<file path="src/rtl/mips32_multicycle_ctrl.sv">
// Multi-cycle MIPS32 control FSM that sequences fetch/decode/exec/mem/wb and the memory req/ack handshake.
// MIPS_CTRL_ILLEGAL_TRAP_EN: when defined, illegal instructions lock into TRAP; otherwise they retire as NOPs.
module mips32_multicycle_ctrl (
   input  logic       clk,
   input  logic       reset,
   input  logic       mem_ack,
   input  logic [5:0] mem_op,
   input  logic [5:0] mem_funct,
   input  logic       zero,
   output logic       mem_req,
   output logic       mem_we,
   output logic       iord,
   output logic       ir_write,
   output logic       pc_write,
   output logic [1:0] pc_src,
   output logic       alu_src_a,
   output logic [1:0] alu_src_b,
   output logic [2:0] alu_ctl,
   output logic       reg_dst,
   output logic       mem_to_reg,
   output logic       reg_write,
   output logic       instr_retired,
   output logic       trap,
   output logic [2:0] state
);

   typedef enum logic [2:0] {
      FETCH  = 3'd0,
      DECODE = 3'd1,
      EXEC   = 3'd2,
      MEM    = 3'd3,
      WB     = 3'd4,
      TRAP   = 3'd5
   } state_t;

   localparam logic [2:0] ALU_ADD = 3'b010;
   localparam logic [2:0] ALU_SUB = 3'b110;
   localparam logic [2:0] ALU_AND = 3'b000;
   localparam logic [2:0] ALU_OR  = 3'b001;
   localparam logic [2:0] ALU_SLT = 3'b111;

   localparam logic [5:0] OP_RTYPE = 6'b000000;
   localparam logic [5:0] OP_ADDI  = 6'b001000;
   localparam logic [5:0] OP_SLTI  = 6'b001010;
   localparam logic [5:0] OP_LW    = 6'b100011;
   localparam logic [5:0] OP_SW    = 6'b101011;
   localparam logic [5:0] OP_BEQ   = 6'b000100;
   localparam logic [5:0] OP_J     = 6'b000010;

   state_t     r_state;
   state_t     w_next;
   logic [5:0] r_op;
   logic [5:0] r_funct;

   logic       w_r_legal;
   logic [2:0] w_r_alu;
   logic       w_rtype;
   logic       w_addi;
   logic       w_slti;
   logic       w_lw;
   logic       w_sw;
   logic       w_beq;
   logic       w_j;
   logic       w_legal;

   always_ff @(posedge clk or posedge reset) begin
      if (reset) begin
         r_state <= FETCH;
         r_op    <= '0;
         r_funct <= '0;
      end else begin
         r_state <= w_next;
         if (r_state == FETCH && mem_ack) begin
            r_op    <= mem_op;
            r_funct <= mem_funct;
         end
      end
   end

   always_comb begin
      w_r_legal = 1'b1;
      case (r_funct)
         6'b100000: w_r_alu = ALU_ADD;
         6'b100010: w_r_alu = ALU_SUB;
         6'b100100: w_r_alu = ALU_AND;
         6'b100101: w_r_alu = ALU_OR;
         6'b101010: w_r_alu = ALU_SLT;
         default: begin
            w_r_alu   = ALU_ADD;
            w_r_legal = 1'b0;
         end
      endcase
   end

   assign w_rtype = (r_op == OP_RTYPE) && w_r_legal;
   assign w_addi  = (r_op == OP_ADDI);
   assign w_slti  = (r_op == OP_SLTI);
   assign w_lw    = (r_op == OP_LW);
   assign w_sw    = (r_op == OP_SW);
   assign w_beq   = (r_op == OP_BEQ);
   assign w_j     = (r_op == OP_J);
   assign w_legal = w_rtype | w_addi | w_slti | w_lw | w_sw | w_beq | w_j;

   always_comb begin
      w_next        = r_state;
      mem_req       = 1'b0;
      mem_we        = 1'b0;
      iord          = 1'b0;
      ir_write      = 1'b0;
      pc_write      = 1'b0;
      pc_src        = 2'b00;
      alu_src_a     = 1'b0;
      alu_src_b     = 2'b00;
      alu_ctl       = 3'b000;
      reg_dst       = 1'b0;
      mem_to_reg    = 1'b0;
      reg_write     = 1'b0;
      instr_retired = 1'b0;
      trap          = 1'b0;
      state         = r_state;

      case (r_state)
         FETCH: begin
            mem_req   = 1'b1;
            alu_src_b = 2'b01;
            alu_ctl   = ALU_ADD;
            ir_write  = mem_ack;
            pc_write  = mem_ack;
            if (mem_ack) w_next = DECODE;
         end
         DECODE: begin
            alu_src_b = 2'b11;
            alu_ctl   = ALU_ADD;
            if (w_legal) begin
               w_next = EXEC;
            end else begin
`ifdef MIPS_CTRL_ILLEGAL_TRAP_EN
               w_next = TRAP;
`else
               instr_retired = 1'b1;
               w_next        = FETCH;
`endif
            end
         end
         EXEC: begin
            w_next = WB;
            if (w_rtype) begin
               alu_src_a = 1'b1;
               alu_ctl   = w_r_alu;
            end else if (w_addi || w_slti || w_lw || w_sw) begin
               alu_src_a = 1'b1;
               alu_src_b = 2'b10;
               alu_ctl   = w_slti ? ALU_SLT : ALU_ADD;
               if (w_lw || w_sw) w_next = MEM;
            end else if (w_beq) begin
               alu_src_a     = 1'b1;
               alu_ctl       = ALU_SUB;
               pc_src        = 2'b01;
               pc_write      = zero;
               instr_retired = 1'b1;
               w_next        = FETCH;
            end else begin
               pc_src        = 2'b10;
               pc_write      = 1'b1;
               instr_retired = 1'b1;
               w_next        = FETCH;
            end
         end
         MEM: begin
            mem_req = 1'b1;
            iord    = 1'b1;
            mem_we  = w_sw;
            if (mem_ack) begin
               if (w_sw) begin
                  instr_retired = 1'b1;
                  w_next        = FETCH;
               end else begin
                  w_next = WB;
               end
            end
         end
         WB: begin
            reg_write     = 1'b1;
            instr_retired = 1'b1;
            mem_to_reg    = w_lw;
            reg_dst       = w_rtype;
            w_next        = FETCH;
         end
`ifdef MIPS_CTRL_ILLEGAL_TRAP_EN
         TRAP: trap = 1'b1;
`endif
         default: w_next = FETCH;
      endcase

      // Reset must silence the Moore outputs immediately so an in-flight access is aborted.
      if (reset) begin
         mem_req       = 1'b0;
         mem_we        = 1'b0;
         iord          = 1'b0;
         ir_write      = 1'b0;
         pc_write      = 1'b0;
         pc_src        = 2'b00;
         alu_src_a     = 1'b0;
         alu_src_b     = 2'b00;
         alu_ctl       = 3'b000;
         reg_dst       = 1'b0;
         mem_to_reg    = 1'b0;
         reg_write     = 1'b0;
         instr_retired = 1'b0;
         trap          = 1'b0;
         state         = 3'd0;
      end
   end

endmodule

</file>
<file path="config.mk">
export PLATFORM = sky130hd
export DESIGN_NAME = mips32_multicycle_ctrl
export DESIGN_NICKNAME = d
export VERILOG_FILES = /design/src/rtl/mips32_multicycle_ctrl.sv
export SDC_FILE = /design/constraint.sdc
export NUM_CORES = 1
export LEC_CHECK = 0
export ABC_CLOCK_PERIOD_IN_PS = 2850
export BUFFER_PORTS_ARGS = -buffer_cell sky130_fd_sc_hd__buf_4
export CAP_MARGIN = 20
export CORE_ASPECT_RATIO = 1.2
export CORE_MARGIN = 2
export CORE_UTILIZATION = 50
export CTS_CLUSTER_SIZE = 30
export DETAILED_ROUTE_END_ITERATION = 10
export PLACE_DENSITY = 0.79
export SLEW_MARGIN = 5
export SYNTH_ARGS = -nofsm -noshare
export SYNTH_HDL_FRONTEND = slang
export SYNTH_SLANG_ARGS = --single-unit
</file>
<file path="constraint.sdc">
create_clock -name clk -period 2.85 [get_ports clk]
set_input_delay 0.7125 -clock clk [delete_from_list [all_inputs] [get_ports clk]]
set_output_delay 0.7125 -clock clk [all_outputs]
set_load 0.01 [all_outputs]
</file>
---- After elaboration in Yosys (flattened, before gate mapping) ----
Cells that the tools add are included.
word-level totals
  register bits after elaboration ......... 15
  bits of input ports ..................... 16
  output and inout bits ................... 21
cells by class
  equal/unequal tests ..................... 17
  mux-type cells .......................... 57
  bitwise logic cells ..................... 6
  reduce and logical (&&, ||, !) cells .... 12
operators by type and width
  operator                                       number
  == test 6 bit, second input constant           7
  two-way mux 3 bit                              12
  two-way mux 1 bit                              30
  one-hot mux 3 bit (4 select lines)             2
  two-way mux 2 bit                              9
  == test 6 x 4 -> 1 bit, second input constant  2
  == test 3 x 2 -> 1 bit, second input constant  2
  == test 6 x 2 -> 1 bit, second input constant  1
  == test 6 x 3 -> 1 bit, second input constant  1
  logical NOT 6 bit                              1
  bitwise OR 1 bit                               6
  one-hot mux 2 bit (3 select lines)             1
  one-hot mux 3 bit (2 select lines)             1
  OR reduction 5 bit                             1
  logical OR 1 bit                               4
  != test 2 bit, second input constant           2
  one-hot mux 1 bit (4 select lines)             1
  OR reduction 2 bit                             2
  == test 3 x 1 -> 1 bit, second input constant  1
  == test 3 bit, second input constant           1
  logical NOT 3 bit                              1
  logical AND 1 bit                              2
  one-hot mux 1 bit (2 select lines)             1
  AND reduction 2 bit                            1

---- Logic depth before layout (Yosys ltp) ----
  word-level depth ........................ 13
  depth in mapped cells ................... 6

---- Worst setup path before layout ----
OpenSTA, ideal clock, no wires.
  path type ............................... input port to output port
  from .................................... input port reset
  to ...................................... output port pc_src[0]
  arrival ................................. 1.826 ns
  data required time ...................... 2.138 ns
  path slack .............................. 0.312 ns
  stages on the path ...................... 4
  cell sequence ........................... clkbuf_2 or3_2 clkbuf_1 nor4_1
between the ends
  cells in the longest elaborated chain, start to end .. 1
RTL lines
  item                RTL line  source
  start: declaration  5         input logic reset,
  two-way mux 2 bit   196       if (reset) begin
  end: declaration    15        output logic [1:0] pc_src,
No other way between the ends.

---- Worst setup path after layout ----
  from .................................... register r_op[2]
  to ...................................... output port instr_retired
between the ends
  cells in the longest elaborated chain, start to end .. 11
RTL lines
  item                                  RTL line  source
  start: declaration                    52        logic [5:0] r_op;
  start signal: assignment              74        r_op <= mem_op;
  logical NOT 6 bit                     95        assign w_rtype = (r_op == OP_RTYPE) && w_r_legal;
  logical AND 1 bit                     95
  bitwise OR 1 bit (6 in series)        102       assign w_legal = w_rtype | w_addi | w_slti | w_lw | w_sw | w_beq | w_j;
  two-way mux 1 bit                     134       if (w_legal) begin
  one-hot mux 1 bit (4 select lines) *  122       case (r_state)
  two-way mux 1 bit *                   196
  end: declaration                      22        output logic instr_retired,
Every way passes the cells marked *; elsewhere a longest branch is shown, timed or not.

==> results.cfg <==
[global_routing]
track_usage_pct = 23.06
gr-total-overflow = 0
grtUsageMet3_pct = 3.571
busiest_layer = met2
first_global_vias = 1055
use_met1_pct = 30.10
grt_start_max_net_pins = 17
grt_use_met2_pct = 38.75
grt_pass1_wl_um = 4643
antenna_found_initial = 0

[sta]
rsz0062_at_grt = true
fin_tns_setup_ns = 0
layout_setup_ws_ns = 0.04243
finClkSkew_ns = 0.004677
layout_min_cycle_time_ns = 2.808
final.period_utilization_pct = 98.51
setup_viol = 0
maxSlewViolCount = 0
hold_violations = 0
fmax_mhz = 356.2

[synthesis]
synth-simple-area-share_pct = 31.84
synthAdderAreaFrac_pct = 0
synthMuxAreaShare_pct = 10.95
synth_top_family_by_area = simple AND/OR/NAND/NOR gates
ys_ff_latch = 15
syn_area_mm2 = 0.001120
async_reset_ff_share_pct = 100.0
synth_compound_area_share_pct = 14.64
synthXorXnorAreaFrac_pct = 0
synth_edf_count = 0
ys_warn_count = 0
synth.distinct_cells = 46
ys_seq_area_share_pct = 33.52
avgSynthCellArea_um2 = 9.104
synth_cells = 123
synthFlopType = dfrtp_1
syn_nets = 139

[routing]
drc = 0
vias = 1095
drt_iter0_markers = 54
wl_per_cell_um = 14.35
ant_nets = 0
dr.pass1.iters = 4
via_per_inst = 5.824
drt_wl_total_um = 2697

[status]
outcome = finished clean

[clock_network]
cts_tree = done
cts_sinks = 15
root_buffer = clkbuf_4
insertion_delay_ns = 0.29
cts_buffers = 3
htree_num_levels = 1
clk_pin_slew_ns = 0.10
clock_path_buffers = 2

[min_path]
hold_class = in -> async

[place]
dp_hpwl_um = 2041
pre_cts_slack_ns = 0.2837
portBuffers = 35
post_dp_cell_area_mm2 = 0.001383
gp_congestion = 0.8851

[setup_path]
cp_slowest_stage_delay_ns = 0.55
path_max_fanout = 7
crit_family = simple AND/OR/NAND/NOR gates
cp.arrival_ns = 2.10
crit_path_cell_trace = or4_4, and4b_2, nor3_2, a211o_1, buf_6
crit_path_start_kind = register
slowest_stage = or4_4
critPathKind = reg -> out
critPathBufInv = 1
endpoint_kind = primary output
crit_required_ns = 2.14

[final_layout]
final_net_count = 175
nFillCells = 176
area_delta_synth_final_pct = 30.50
finalInstanceArea_mm2 = 0.001461
layout-drive-gt1-share_pct = 48.10
insertedDiodeCount = 0

[floorplanning]
start_util_pct = 53.46
coreArea_mm2 = 0.002095
die_width_um = 47.20
fp-row-count = 18
io_pins = 37
dieArea_mm2 = 0.002636
die_h_um = 55.84

[power]
power.density_mw_per_mm2 = 951.8
total_power_mw = 1.391
p_leak_nw = 0.6544
ir_drop_mv = 0.7651

[flow_run]
maxCapViolations = 0
-- final timing paths --
check                           start             to  slack, ns  cells after the start
setup reg to reg              r_op[2]     r_state[2]       1.13                      4
min in group clk           r_funct[5]     r_funct[5]       0.55                      1
hold / removal                  reset     r_state[0]       0.48                      3
hold reg to reg            r_funct[5]     r_funct[5]       0.55                      1
setup / recovery              r_op[2]  instr_retired       0.04                      5
max in group asynchronous       reset        r_op[5]       2.17                      3
-- cells in the final DEF, fill, tap and decap left out, types with 2 or more instances in the layout --
cell type,count
nor3_1,7
nor2b_1,5
dfrtp_2,4
mux2_2,10
nor3b_1,3
nand2_1,8
dfrtp_1,11
and3_2,3
nand3_1,2
a21oi_1,7
clkbuf_4,3
buf_4,41
nor2_1,7
o21a_1,2
inv_1,6
nor4b_1,2
nand2b_1,2
nor4_1,2
o21ai_0,5
-- worst reg2reg max path: cells and delay by family, from the launching register on --
family | cells | cell delay [ns]
DFF | 1 | 0.46
AOI/OAI and AO/OA | 2 | 0.25
and+or+nand+nor | 2 | 0.94
-- layer usage --
layer,part of all wire (%),vias up
met5,0,-
met4,1.6,0
met3,5.1,7
met2,55,47
met1,39,527
li1,-,514
-- repair_timing --
item                                    CTS  global route
setup buffers                             0             2
resized for setup                         3             7
gates cloned                              0             0
pin swaps                                 0             3
endpoints found under the setup margin    2             4
hold buffers                              0             0
-- report_power, final --
group	internal [mW]	switching (mW)	leakage [nW]
Clock	0.0534	0.0757	0.0139
Sequential	0.320	0.158	0.176
Combinational	0.412	0.371	0.465
-- registers in the layout (all words and copies together), names as in the netlist --
register / count
r_funct: 6
r_op: 6
r_state: 3
-- synthesized netlist by cell type, types with 2 or more instances --
master	instances	area [um2]
and4b_1	2	20.02
o21ai_0	5	25.02
mux2_2	10	112.6
nor2b_1	5	31.28
dfrtp_1	15	375.4
inv_1	6	22.52
nor3b_1	3	22.52
nor3_1	8	40.04
nand3_1	2	10.01
clkbuf_1	2	7.510
buf_2	3	15.01
o21a_1	2	15.01
buf_4	3	22.52
and3_2	3	22.52
nor4b_1	2	17.52
nor4_1	2	12.51
nor2_1	7	26.28
a21oi_1	7	35.03
nand2b_1	2	12.51
nand2_1	8	30.03
-- area by class of cell --
class                      count  area, um2  area share [%]
multi-input combinational     91      671.9           45.98
sequential                    15      380.4           26.03
timing repair buffer          42      319.1           21.83
tap                           30      37.54           2.568
clock buffer                   3      22.52           1.541
inverter                       6      22.52           1.541
clock inverter                 1      7.507          0.5137
-- per-stage QoR --
| step | hold WS, ns | util [%] | instances |
|---|---|---|---|
| after global routing | 0.5148 | 69.77 | 188 |
| after global placement | 0.5265 | 66.01 | 182 |
| after detailed placement | 0.5470 | 66.01 | 182 |
| after CTS | 0.4903 | 67.86 | 186 |
| final | 0.4791 | 69.77 | 188 |
| after floorplan | 0.4946 | - | 123 |
-- cells by family after synthesis --
logic type,Yosys count
simple gates,56
compound gates,23
buf+inv,17
flops,15
mux,11
other cells,1
Note: power is estimated with default switching activity, not from simulation.
